## src/rtl/pong_ctrl.sv

```systemverilog
// rtl/pong_ctrl.sv - two-player pong game controller on a 64x64 field
// Ball, paddle and score state advance on each tick pulse; all outputs are registered.
module pong_ctrl #(
    parameter int SERVE_TICKS = 16,
    parameter int POINT_TICKS = 32,
    parameter int WIN_SCORE   = 7,
    parameter int PADDLE_H    = 6
) (
    input  logic       clk,
    input  logic       rst,
    input  logic       tick,
    input  logic       start,
    input  logic       p1_up,
    input  logic       p1_dn,
    input  logic       p2_up,
    input  logic       p2_dn,
    output logic [5:0] bx,
    output logic [5:0] by,
    output logic [5:0] p1y,
    output logic [5:0] p2y,
    output logic [2:0] sc1,
    output logic [2:0] sc2,
    output logic [1:0] winner,
    output logic       frame_done
);

    typedef enum logic [2:0] {IDLE, SERVE, PLAY, POINT, GAMEOVER} state_t;

    localparam logic [5:0]  PMAX      = 6'(64 - PADDLE_H);
    localparam logic [15:0] SERVE_END = 16'(SERVE_TICKS);
    localparam logic [15:0] POINT_END = 16'(POINT_TICKS);
    localparam logic [2:0]  WIN       = 3'(WIN_SCORE);

    state_t      state, state_n;
    logic [5:0]  bx_n, by_n, p1y_n, p2y_n;
    logic [2:0]  sc1_n, sc2_n;
    logic [1:0]  winner_n;
    logic        frame_done_n;
    logic        dx, dx_n, dy, dy_n;
    logic        serve_left, serve_left_n;
    logic [15:0] cnt, cnt_n;
    logic        enter_serve, miss;

    function automatic logic [5:0] paddle_step(input logic [5:0] p, input logic up, input logic dn);
        logic [5:0] r;
        r = p;
        if (up && !dn && p != 6'd0)
            r = p - 6'd1;
        else if (dn && !up && p < PMAX)
            r = p + 6'd1;
        return r;
    endfunction

    function automatic logic on_paddle(input logic [5:0] row, input logic [5:0] top);
        logic [6:0] bottom;
        bottom = {1'b0, top} + 7'(PADDLE_H - 1);
        return (row >= top) && ({1'b0, row} <= bottom);
    endfunction

    always_comb begin
        state_n      = state;
        bx_n         = bx;
        by_n         = by;
        p1y_n        = p1y;
        p2y_n        = p2y;
        sc1_n        = sc1;
        sc2_n        = sc2;
        winner_n     = winner;
        dx_n         = dx;
        dy_n         = dy;
        serve_left_n = serve_left;
        cnt_n        = cnt;
        frame_done_n = tick;
        enter_serve  = 1'b0;
        miss         = 1'b0;

        case (state)
            IDLE, GAMEOVER: begin
                if (start) begin
                    sc1_n        = 3'd0;
                    sc2_n        = 3'd0;
                    winner_n     = 2'b00;
                    serve_left_n = 1'b0;
                    enter_serve  = 1'b1;
                end
            end
            SERVE: begin
                if (tick) begin
                    p1y_n = paddle_step(p1y, p1_up, p1_dn);
                    p2y_n = paddle_step(p2y, p2_up, p2_dn);
                    cnt_n = cnt + 16'd1;
                    if (cnt_n == SERVE_END)
                        state_n = PLAY;
                end
            end
            PLAY: begin
                if (tick) begin
                    p1y_n = paddle_step(p1y, p1_up, p1_dn);
                    p2y_n = paddle_step(p2y, p2_up, p2_dn);
                    bx_n  = dx ? bx + 6'd1 : bx - 6'd1;
                    // Collision uses the paddle rows as they stood before this tick.
                    if (bx == 6'd2 && !dx) begin
                        if (on_paddle(by, p1y)) begin
                            dx_n = 1'b1;
                            bx_n = 6'd3;
                        end else begin
                            miss         = 1'b1;
                            sc2_n        = (sc2 == 3'd7) ? sc2 : sc2 + 3'd1;
                            serve_left_n = 1'b1;
                        end
                    end else if (bx == 6'd61 && dx) begin
                        if (on_paddle(by, p2y)) begin
                            dx_n = 1'b0;
                            bx_n = 6'd60;
                        end else begin
                            miss         = 1'b1;
                            sc1_n        = (sc1 == 3'd7) ? sc1 : sc1 + 3'd1;
                            serve_left_n = 1'b0;
                        end
                    end
                    if (miss) begin
                        bx_n    = bx;
                        state_n = POINT;
                        cnt_n   = 16'd0;
                    end else if (by == 6'd0 && !dy) begin
                        dy_n = 1'b1;
                        by_n = 6'd1;
                    end else if (by == 6'd63 && dy) begin
                        dy_n = 1'b0;
                        by_n = 6'd62;
                    end else begin
                        by_n = dy ? by + 6'd1 : by - 6'd1;
                    end
                end
            end
            POINT: begin
                if (tick) begin
                    cnt_n = cnt + 16'd1;
                    if (cnt_n == POINT_END) begin
                        if (sc1 == WIN) begin
                            winner_n = 2'b01;
                            state_n  = GAMEOVER;
                        end else if (sc2 == WIN) begin
                            winner_n = 2'b10;
                            state_n  = GAMEOVER;
                        end else begin
                            enter_serve = 1'b1;
                        end
                    end
                end
            end
            default: state_n = IDLE;
        endcase

        // Serve travels toward whoever lost the last point; a fresh game serves right.
        if (enter_serve) begin
            state_n = SERVE;
            bx_n    = 6'd31;
            by_n    = 6'd31;
            dy_n    = 1'b1;
            dx_n    = ~serve_left_n;
            cnt_n   = 16'd0;
        end
    end

    always_ff @(posedge clk or posedge rst) begin
        if (rst) begin
            state      <= IDLE;
            bx         <= 6'd31;
            by         <= 6'd31;
            p1y        <= 6'd29;
            p2y        <= 6'd29;
            sc1        <= 3'd0;
            sc2        <= 3'd0;
            winner     <= 2'b00;
            frame_done <= 1'b0;
            dx         <= 1'b1;
            dy         <= 1'b1;
            serve_left <= 1'b0;
            cnt        <= 16'd0;
        end else begin
            state      <= state_n;
            bx         <= bx_n;
            by         <= by_n;
            p1y        <= p1y_n;
            p2y        <= p2y_n;
            sc1        <= sc1_n;
            sc2        <= sc2_n;
            winner     <= winner_n;
            frame_done <= frame_done_n;
            dx         <= dx_n;
            dy         <= dy_n;
            serve_left <= serve_left_n;
            cnt        <= cnt_n;
        end
    end

endmodule

```

## config.mk

```make
export PLATFORM = sky130hd
export DESIGN_NAME = pong_ctrl
export DESIGN_NICKNAME = d
export VERILOG_FILES = /design/src/rtl/pong_ctrl.sv
export SDC_FILE = /design/constraint.sdc
export NUM_CORES = 1
export LEC_CHECK = 0
export CAP_MARGIN = 20
export CORE_MARGIN = 2
export CORE_UTILIZATION = 40
export DETAILED_ROUTE_END_ITERATION = 10
export DONT_BUFFER_PORTS = 1
export HOLD_SLACK_MARGIN = 0.08
export PLACE_DENSITY = 0.58
export SLEW_MARGIN = 5
export SYNTH_ARGS = -nofsm -noshare
export SYNTH_HDL_FRONTEND = slang
export SYNTH_SLANG_ARGS = --single-unit
```

## constraint.sdc

```tcl
create_clock -name clk -period 3.47 [get_ports clk]
set_input_delay 1.041 -clock clk [delete_from_list [all_inputs] [get_ports clk]]
set_output_delay 1.041 -clock clk [all_outputs]
set_load 0.02 [all_outputs]
```

After elaboration in Yosys (flattened, before gate mapping)
Index checks and enable logic that the tools add are counted. Widths: inputs -> output; s select.

Register bits after elaboration: 55. Input bits: 8. Output and inout port bits: 33. Word-level logic and storage cells: 199.

$add $sub $neg: 13. Magnitude comparators: 6. Eq/ne operators: 34. Mux-type cells: 85. Bitwise gates (word level): 1. Reduce and logical (&&, ||, !) cells: 47.

Operators by type and width (number): $mux 6 (20); $mux 16 (4); $mux 3 (19); $pmux 16 s2 (1); $mux 1 (30); $ne 2x2->1 const B (13); $add 6x1->6 const B (4); $sub 6x1->6 const B (4); $ne 3x3->1 const B (7); $add 16x1->16 const B (1); $eq 16x5->1 const B (1); $eq 16x6->1 const B (1); $add 6x3->7 const B (2); $le 6x7->1 (2); $logic_and 1x1->1 (14); $eq 6x6->1 const B (2); $ge 6x6->1 (2); $lt 6x6->1 const B (2); $pmux 3 s2 (2); $pmux 3 s4 (1); $reduce_bool 2->1 (6); $reduce_bool 3->1 (4); $reduce_bool 6->1 (2); $mux 2 (5); 21 further kinds (37).

Depth between registers and ports, before layout
Gate-level depths: netlist (run 1).

Depth after elaboration: 12. Gate-level depth with buffers: 14. Mapped depth without buffers: 13.

Least setup slack after synthesis (run 1)
OpenSTA, ideal clock, no wires.

Path kind: register to register. Start point: register p2y[0]. End point: register by[5]. Setup time: 0.095 ns. Data arrival time: 3.023 ns. Data required time: 3.375 ns. Slack: 0.352 ns. Stages on the path, launching flop included: 14. Path buffers: 2. Clock period less this slack: 3.118 ns. Path through: dfstp_2 ha_1 xor2_1 ha_1 a21o_1 a21o_1 a2111oi_0 o32ai_1 nand3_1 and3_1 clkbuf_1 clkbuf_1 o31ai_1 o31ai_1.

Word-level cells in the longest chain between the ends: 10. Elaborated cells on any way between the ends: 11.

Ends and longest elaborated chain: from (decl) (RTL line 20) `output logic [5:0] p2y,`; from (signal assigned) (RTL line 186) `p2y <= p2y_n;`; $add 6x3->7 (RTL line 56) `bottom = {1'b0, top} + 7'(PADDLE_H - 1);`; $le 6x7->1 (RTL line 57) `return (row >= top) && ({1'b0, row} <= bottom);`; $logic_and 1x1->1 * (RTL line 57); $mux 1 * (RTL line 112) `if (on_paddle(by, p2y)) begin`; $mux 1 * (RTL line 111) `end else if (bx == 6'd61 && dx) begin`; $mux 1 * (RTL line 102) `if (bx == 6'd2 && !dx) begin`; $mux 1 * (RTL line 97) `if (tick) begin`; $mux 1 * (RTL line 77) `case (state)`; $ne 2x2->1 (no line) *; $reduce_and 3->1 (no line) *; to (signal assigned) (RTL line 184) `by <= by_n;`; to (decl) (RTL line 18) `output logic [5:0] by,`.

Every way passes the cells marked *; elsewhere a longest branch is shown, timed or not. The select of a mux whose other input is x is not followed. A chain may end at the register's enable or synchronous reset.

Final worst setup path (run 1)
Start point: register p2y[0]. End point: register state[2].

Word-level cells in the longest chain between the ends: 10. Elaborated cells on any way between the ends: 11.

Ends and longest elaborated chain: $add 6x3->7 (RTL line 56); $le 6x7->1 (RTL line 57); $logic_and 1x1->1 * (RTL line 57); $mux 1 * (RTL line 112); $mux 1 * (RTL line 111); $mux 1 * (RTL line 102); $mux 1 * (RTL line 97); $mux 1 * (RTL line 77); $ne 3x3->1 (no line) *; $reduce_and 8->1 (no line) *; to (signal assigned) (RTL line 182) `state <= state_n;`; to (decl) (RTL line 34) `state_t state, state_n;`.

Marks and branches as above.

==> results of run 1 <==
==> registers in the layout (all words and copies together), names as in the netlist, named ones only <==
register    cells
bx              6
by              6
cnt            16
dx              1
dy              1
frame_done      1
p1y             6
p2y             6
sc1             3
sc2             3
state           3
winner          2
==> worst reg2reg max path, delay by kind of cell (launching register included) <==
family / cells / cell delay [ns]
AOI/OAI and AO/OA: 5 / 1.22
xor gates and xnor gates: 1 / 0.17
adders and majority gates: 2 / 0.49
buffers and inverters: 1 / 0.18
DFF: 1 / 0.59
muxes: 1 / 0.29
and+or+nand+nor: 2 / 0.19
==> report_power, final <==
part / switching [mW] / total (mW) / internal [mW]
Clock: 0.247 / 0.607 / 0.360
Sequential: 0.495 / 1.41 / 0.919
Combinational: 1.54 / 2.84 / 1.30
Total: 2.28 / 4.86 / 2.58
==> per-stage QoR <==
step	setup slack, ns	power, mW	area (µm²)	hold WS (ns)
after floorplan	0.352	3.47	4630	0.471
after global placement	0.297	4.10	4890	0.499
after detailed placement	0.181	4.19	4890	0.510
after CTS	0.145	4.83	5070	0.537
after global routing	0.0311	5.35	5090	0.594
final	0.226	4.86	5090	0.534
==> cell type report <==
cell class	instances	area share
tap	143	0.0352
sequential	55	0.276
clock inverter	2	0.00689
timing repair buffer	22	0.0374
multi-input combinational	411	0.596
clock buffer	6	0.0273
inverter	30	0.0221
==> per-layer routing <==
layer | part of all wire | wire length (µm)
met5 | 0 | 0
met4 | 0.015 | 164
met3 | 0.038 | 419
met2 | 0.49 | 5480
met1 | 0.45 | 5050
==> path summary, 6_finish.rpt <==
path,end,from,cells after the start
max in group asynchronous,by[1],rst,3
hold / removal,flop,flop,2
min in group asynchronous,p1y[5],rst,1
setup reg to reg,state[2],p2y[0],12
setup / recovery,state[2],p2y[0],12
hold reg to reg,flop,flop,2
==> what timing repair did <==
item,CTS,global route
endpoints found under the setup margin,0,13
hold buffers,0,0
endpoints found under the hold margin,0,0
resized for setup,0,4
==> cells by family after synthesis <==
family,after synthesis
simple gates,162
xor+xnor,36
buf+inv,51
compound gates,151
flops,55
fa+ha+maj,54
mux,8
==> cell usage in the layout (no fill, tap or decap), drive strengths merged, types with 4 or more instances in the layout <==
cell type,netlist,routed
o21ai,36,36
clkbuf,10,6
nand4,7,7
dfrtp,35,35
nand3,13,13
and2,6,6
inv,30,30
a22o,5,5
nor4,11,11
buf,11,22
nand2b,9,9
a311oi,5,5
nor2b,5,5
xnor2,26,26
fa,4,4
xor2,10,10
dfstp,20,20
a211oi,5,5
a21o,14,14
mux2i,5,5
or3,5,5
o2111ai,4,4
and3,5,5
nand3b,4,4
a21oi,42,42
a31oi,10,10
nor2,29,29
nor3,17,17
nand2,39,39
ha,50,50
==> results.md, run 1 <==
- Outcome: finished clean
- Area share of xor/xnor cells in the synthesized design: 0.0681
- Clk_lat worst skew: approximately 0.30 ns
- Net count of the mapped netlist: ~580
- Clock Tree Buf Depth: 2
- Number of flip-flops and latches in the synthesized netlist: 55
- Pwr Density: roughly 960 nW/µm²
- Combined flip-flop and latch cell area: ~1400 µm²
- Total number of yosys warnings: 0
- Number of routed nets with antenna violations: 0
- Clock Skews: ~0.0034 ns
- Reg-to-reg setup timing slack: roughly 0.23 ns
- Max incr delay on CP: between 0.5 and 0.6 ns
- Clock tree sinks: between 50 and 60
- I/O pin count: slightly above 40
- Ranking of synthesized cells by area: sky130_fd_sc_hd__dfrtp_1 (19%), sky130_fd_sc_hd__ha_1 (14%), sky130_fd_sc_hd__dfstp_2 (11%)
- Cell Chain, Critical Path: ha_1 -> xor2_1 -> ha_1 -> a21o_1 -> a21o_1 -> a2111oi_2 -> o32ai_2 -> a31oi_1 -> buf_4 -> nand2_1 -> nand2_1 -> mux2_4
- Async S/R FF share, synth: 1.00
- DIE HEIGHT: roughly 110 µm
- Main combinational cell family by area after synthesis: compound AO/OA/AOI/OAI gates
- Placed Cells: about 660
- GR met1 Demand/Resource: 0.242
- Met3 routing resource usage after global routing: 0.0327
- Detail-routed net length per standard cell: 16.6 µm
- Arrival time of the worst setup path: 3.43 ns
- Fraction of final layout cells with drive strength greater than 1: 0.139
- Multi-input combinational cell area: 3030 µm²
- Fin. Hold Viols: 0
- Met2 Resource Use GR: 0.319
- Headroom to the max-slew limit: 0.513
- Initial DRC count: ~160
- Clk pin slew, worst setup/hold paths: roughly 0.07 ns
- Vias in the first global route: 3871
- Post-synthesis sequential area ratio: 0.303
- Peak supply drop: between 0.4 and 0.5 mV
- DIE AREA: between 10000 and 15000 µm²
- Max_cap viols: 0
- Antenna violations before repair: 0
- Fmax: a little over 300 MHz
- Final slew viol count: 0
- Layout Area Growth over Synthesis: 9.92%
- Wire length of the first global-routing pass: 19300 µm
- Number of remaining DRC errors: 0
- Std cell rows: 39
- Width of the chip: around 110 µm
- Antenna diode count: 0
- Post-Route Setup TNS: 0 ns
- Area share of fa/ha/maj cells after synthesis: 0.153
- Crit path buffers/inverters: 1
- Setup Crit Path Kind: reg2reg
- Core ar.: 11400 µm²
- HPWL Detailed: ~8300 µm
- Area leader, netlist: sky130_fd_sc_hd__dfrtp_1
- Post-synth cell types: 70
- RSZ-0062 raised after global routing: no
- Syn Inst Count: approximately 520
- Multiplexer share of the synthesized area: 0.0189
- Final core utilization: 0.447
- Startpoint kind of the worst setup timing path: flop
- Avg Cell Area, Syn: 8.95 µm²
- Fin crit period: around 3.2 ns
- Post-Synthesis Cell Area: 4630 µm²
- Number of nets in the layout: slightly below 600
- Actual slew at the worst max-slew pin: 0.730 ns
- Critical path capture point type: flop
- HP Class: reg2reg
- Non-filler instance count after layout: between 600 and 700
- Lkg Pwr: 2.20 nW
- Largest net degree at the start of global routing: 34
- Number of detailed-routing iterations run before antenna repair: 5
- Clock buffers created by TritonCTS: 5
- Post-synth EDFFs: 0
- Starting density of the core: 0.407
- Total length of routed wires: 11100 µm
- Slowest cell on the critical path: sky130_fd_sc_hd__dfstp_2
- Port Buf Inserts: 0
- Final global-route overflow total: 0
- Count of fill cells added during filler insertion: ~1100
- Via/cell ratio: between 5 and 6
- TritonCTS clock tree: done
- Required time of the critical path: about 3.7 ns
- Tcrit/Tclk final: 0.935
- Dominant cell by count in the synthesized netlist: sky130_fd_sc_hd__ha_1
- Top Family by Delay on Critical Path: compound AO/OA/AOI/OAI gates
- Fraction of post-synthesis cell area in the top cell type by area: 0.189
- Level count of the clock H-tree: 2
- Clock tree root buffer cell: sky130_fd_sc_hd__clkbuf_16
- Global routing usage summed across all routing layers: 0.185
- Setup Buffers After CTS: 0
- Synth Area in Simple Gates: 0.194
- Compound-gate portion of the synthesized area: 0.217
- Finish-stage setup viols: 0
- Routed via count: roughly 3900
- Most frequently used flop master after synthesis: sky130_fd_sc_hd__dfrtp_1
- Global placement routability congestion: 0.828
- Maximum fanout along the worst path: 6
- Commonest cells post-synth: sky130_fd_sc_hd__ha_1 (50), sky130_fd_sc_hd__a21oi_1 (40), sky130_fd_sc_hd__nand2_1 (39)
- Busiest layer in global routing: met2
Note: power is estimated with default switching activity, not from simulation.
==> run 2, diff against run 1 <==
Settings changed: CAP_MARGIN 20 to not set, CTS_CLUSTER_DIAMETER set to 80.
==> results of run 2 <==
No change in the layout: final DEF, timing and power equal those of run 1.
==> run 3, diff against run 2 <==
Settings changed: MAX_ROUTING_LAYER set to met4, SKIP_CTS_REPAIR_TIMING set to 1.
==> run 3 against run 2 <==
Against the previous run: sequential share of layout area did not move; design area unchanged; first-iteration DRC count increased by 4.9%; maximum frequency is 0.20% higher; combinational power is essentially flat; critical path type unchanged; critical endpoint unchanged; clock skew increased by 0.0024 ns; highest routed layer unchanged; cell count unchanged.
==> results.md, run 3 (synthesis results as in run 1) <==
- Post-Route Setup TNS: 0 ns (unchanged)
- Commonest non-fill, non-tap cell in the layout: sky130_fd_sc_hd__ha_1 (unchanged)
- Final core utilization: 0.447 (unchanged)
- Max_cap viols: 0 (unchanged)
- DIE AREA: 12400 µm² (unchanged)
- Largest net degree at the start of global routing: 34 (unchanged)
- Met3 routing resource usage after global routing: 0.0327 (unchanged)
- Initial DRC count: 171 (was 163)
- Peak supply drop: 0.444 mV (about the same)
- Vias in the first global route: 3866 (was 3871)
- Global placement routability congestion: 0.840 (was 0.828)
- Fmax: 309 MHz (was 308 MHz)
- Busiest layer in global routing: met2 (unchanged)
- Clock buffers created by TritonCTS: 5 (unchanged)
- Fin crit period: 3.24 ns (about the same)
- Number of routed nets with antenna violations: 0 (unchanged)
- Total length of routed wires: 11100 µm (about the same)
- Largest register FFs: 16 (unchanged)
- Dpl ws: 0.181 ns (unchanged)
- Fraction of final layout cells with drive strength greater than 1: 0.139 (unchanged)
- Critical path capture point type: flop (unchanged)
- Clock Tree Buf Depth: 2 (unchanged)
- Clock Skews: 0.00582 ns (was 0.00343 ns)
- Width of the chip: 112 µm (unchanged)
- Finish-stage setup viols: 0 (unchanged)
- Worst Setup Slack, final: 0.232 ns (was 0.226 ns)
- I/O pin count: 41 (unchanged)
- Actual slew at the worst max-slew pin: 0.729 ns (was 0.730 ns)
- Clock tree root buffer cell: sky130_fd_sc_hd__clkbuf_16 (unchanged)
- Tcrit/Tclk final: 0.933 (was 0.935)
- Starting density of the core: 0.407 (unchanged)
- Wire length of the first global-routing pass: 19300 µm (about the same)
- Level count of the clock H-tree: 2 (unchanged)
- TritonCTS clock tree: done (unchanged)
- Number of remaining DRC errors: 0 (unchanged)
- HPWL Detailed: 8250 µm (unchanged)
- Global routing usage summed across all routing layers: 0.191 (was 0.185)
- Antenna diode count: 0 (unchanged)
- Antenna violations before repair: 0 (unchanged)
- Setup Crit Path Kind: reg2reg (unchanged)
- Outcome: finished clean (unchanged)
- Routed via count: 3836 (was 3855)
- Headroom to the max-slew limit: 0.514 (was 0.513)
- Clk pin slew, worst setup/hold paths: 0.07 ns (about the same)
- Number of detailed-routing iterations run before antenna repair: 4 (was 5)
- Number of nets in the layout: 587 (unchanged)
- Commonest non-fill, non-tap cells in the layout: sky130_fd_sc_hd__ha_1 (50), sky130_fd_sc_hd__a21oi_1 (40), sky130_fd_sc_hd__nand2_1 (39) (unchanged)
- Met2 Resource Use GR: 0.319 (about the same)
- Detail-routed net length per standard cell: 16.6 µm (about the same)
- Largest register by flop count: cnt (unchanged)
- DIE HEIGHT: 112 µm (unchanged)
- Layout Area Growth over Synthesis: 9.92% (unchanged)
- Lkg Pwr: 2.20 nW (unchanged)
- Pwr Density: 954 nW/µm² (was 955 nW/µm²)
- Fin. Hold Viols: 0 (unchanged)
- Startpoint kind of the worst setup timing path: flop (unchanged)
- Port Buf Inserts: 0 (unchanged)
- HP Class: reg2reg (unchanged)
- Combined flip-flop and latch cell area: 1400 µm² (unchanged)
- Maximum fanout along the worst path: 6 (unchanged)
- Required time of the critical path: 3.65 ns (about the same)
- GR met1 Demand/Resource: 0.241 (was 0.242)
- Multi-input combinational cell area: 3030 µm² (unchanged)
- Arrival time of the worst setup path: 3.42 ns (was 3.43 ns)
- Core ar.: 11400 µm² (unchanged)
- Final slew viol count: 0 (unchanged)
- RSZ-0062 raised after global routing: no (unchanged)
- Final global-route overflow total: 0 (unchanged)
- Via/cell ratio: 5.73 (was 5.76)
- Count of fill cells added during filler insertion: 1115 (unchanged)
- Clk_lat worst skew: 0.29 ns (was 0.30 ns)
- Clock tree sinks: 55 (unchanged)
- Std cell rows: 39 (unchanged)
==> run 3: worst paths after layout <==
check	start	to	slack (ns)	cells past startpoint
setup / recovery	p2y[0]	state[2]	0.23	12
hold / removal	flop	flop	0.54	2
setup reg to reg	p2y[0]	state[2]	0.23	12
hold reg to reg	flop	flop	0.54	2
max in group asynchronous	rst	by[1]	1.82	3
min in group asynchronous	rst	p1y[5]	0.62	1
==> run 3: stage by stage <==
stage / hold slack (ns) / total power [mW] / cells / cell area (µm²)
after CTS: 0.537 / 4.83 / 669 / 5070
after global routing: 0.593 / 5.35 / 669 / 5090
after detailed placement: 0.510 / 4.19 / 661 / 4890
after global placement: 0.499 / 4.10 / 661 / 4890
after floorplan: 0.471 / 3.47 / 517 / 4630
final: 0.536 / 4.85 / 669 / 5090
==> run 3: power breakdown <==
part           internal [mW]  leakage, nW  switching [mW]  total [mW]
sequential             0.919        0.673           0.494        1.41
combinational           1.30         1.44            1.54        2.84
clock                  0.360       0.0868           0.243       0.603
==> run 3: worst max-delay path, cell delays in order, from the launching register on <==
cell,delay (ns)
sky130_fd_sc_hd__dfstp_2,0.59
sky130_fd_sc_hd__ha_1,0.21
sky130_fd_sc_hd__xor2_1,0.17
sky130_fd_sc_hd__ha_1,0.27
sky130_fd_sc_hd__a21o_1,0.19
sky130_fd_sc_hd__a21o_1,0.19
sky130_fd_sc_hd__a2111oi_2,0.38
sky130_fd_sc_hd__o32ai_2,0.17
sky130_fd_sc_hd__a31oi_1,0.29
sky130_fd_sc_hd__buf_4,0.18
sky130_fd_sc_hd__nand2_1,0.08
sky130_fd_sc_hd__nand2_1,0.11
sky130_fd_sc_hd__mux2_4,0.29
==> run 3: final cells by class <==
type / instances / area share
Clock buffer: 6 / 0.0273
Timing Repair Buffer: 22 / 0.0374
Tap cell: 143 / 0.0352
Inverter: 30 / 0.0221
Sequential cell: 55 / 0.276
Clock inverter: 2 / 0.00689
Multi-Input combinational cell: 411 / 0.596
==> run 3: layer usage <==
layer / share of wire / vias up
li1: - / 1904
met1: 0.45 / 1847
met2: 0.50 / 71
met3: 0.042 / 14
met4: 0.015 / 0
met5: 0 / -
==> RTL edit, RTL diff (settings of run 1) <==
Reset style: synchronous (`rst`), changed in one clocked block.
--- a/src/rtl/pong_ctrl.sv
+++ b/src/rtl/pong_ctrl.sv
@@ -163,7 +163,7 @@
         end
     end
 
-    always_ff @(posedge clk or posedge rst) begin
+    always_ff @(posedge clk) begin
         if (rst) begin
             state      <= IDLE;
             bx         <= 6'd31;
Behaviour: differs if rst is asserted again (counterexample within 4 cycles, from zero or initial values and one cycle with rst high); with rst held inactive, the same outputs for 10 cycles.
==> RTL edit against run 1 <==
- area after synthesis down 1.3%
- design area down 4.2%
- sequential cell count unchanged
- worst setup slack better by 120 ps
- wire length up 0.67%
- synthesized cell count up 7.7%
- non-clock buffer count down 6
- largest cell class unchanged
Power is not compared: it rests on default switching activity, and its combinational part moved more than twofold at a synthesized area within 25%.
==> RTL edit: results (changes against run 1) <==
Status
  • Status: completed

Critical path
  • Reg2Reg Depth: 11 (-1)
  • Critical Path Max Stage Delay: 550 ps (-40 ps)
  • R2R Path Start: p1y[3]
  • CP max-delay cell: dfxtp_1
  • Maximum fanout along the worst path: 13 (+7)
  • Worst Setup EP: dy

Timing
  • Clk_skew: 7.42 ps (+3.98 ps)
  • Relative slew slack: 38.8% (-12 points)
  • Final min period: 3120 ps (-120 ps)

Placement
  • Dpl cell area: 4730 sq um (-3.4%)
  • Pre-CTS WS: 334 ps (+152 ps)
  • Detailed Place HPWL: 8650 um (+4.9%)
  • Routability congestion estimate: 0.874 (+5.6%)

Finish
  • Nonclk inv count: 33 (+10%)
  • Area grow syn2layout: 6.68%
  • Buffers, non-clock: 16 (-27%)
  • Fraction of area in non-clock buffers: 2.47% (-1.3 points)
  • Post-Layout Cell Count: 699 (+4.5%)
  • #MultiIn Comb: 444 (+8.0%)
  • Register area: 1100 sq um (-21%)
  • Fillers: 1,116 (+0.090%)

Route
  • Routed wl met3: 496 um (+18%)
  • WL met1: 5300 um (+4.9%)
  • Routed len/inst: 16.0 um (-3.7%)
  • Met2 wire len: 5270 um (-3.8%)
  • Vias after detailed routing: 4,056 (+5.2%)

Global route
  • Met1 usage: 25.0% (+0.73 points)
  • Vias in the first global route: 3,810 (-1.6%)
  • Met3 Track Usage GR: 3.50% (+0.23 points)
  • First-pass GRT wire length: 19,000 um (-1.8%)
  • Largest net degree at the start of global routing: 29 (-15%)
  • Gr usage total: 18.4% (-0.19 points)

Yosys
  • Post-Synth Adder-Cell Area: 15.5% (+0.20 points)
  • Synth async-reset ratio: 0% (-100 points)
  • Post-Synth XOR/XNOR Area: 6.30% (-0.51 points)
  • Synthesized netlist cell count: 557 (+7.7%)
  • Synth Cell Area: 4570 sq um (-1.3%)
  • Synth area leaders: dfxtp_1 24%, ha_1 14%, a21oi_1 5.3%
  • Compound-Gate Fraction of Synth Area: 25.0% (+3.3 points)
  • Multiplexer area fraction after synthesis: 1.34% (-0.55 points)
## RTL edit: changes by cell type after synthesis, moves of 8 or more
cell | before | now
nor2_1 | 29 | 45
a21oi_1 | 40 | 48
dfstp_2 | 20 | 0
o21ai_0 | 33 | 25
o211ai_1 | 2 | 10
dfxtp_1 | 0 | 55
dfrtp_1 | 35 | 0
## RTL edit: power groups by stage
stage | registers (mW) | clock network [mW] | logic, mW
6_report | 0.675 | 0.518 | 0.388
5_1_grt | 0.678 | 0.558 | 0.438
4_1_cts | 0.674 | 0.537 | 0.391
3_5_place_dp | 0.689 | 0 | 0.389
3_3_place_gp | 0.689 | 0 | 0.379
2_1_floorplan | 0.687 | 0 | 0.311
## RTL edit: kinds of logic (layout without fill, tap and decap cells)
kind of cell | count (synthesis) | count (layout)
fa+ha+maj | 54 | 54
compound gates | 168 | 168
flops | 55 | 55
simple gates | 184 | 184
buf+inv | 58 | 57
xor+xnor | 32 | 32
mux | 6 | 6
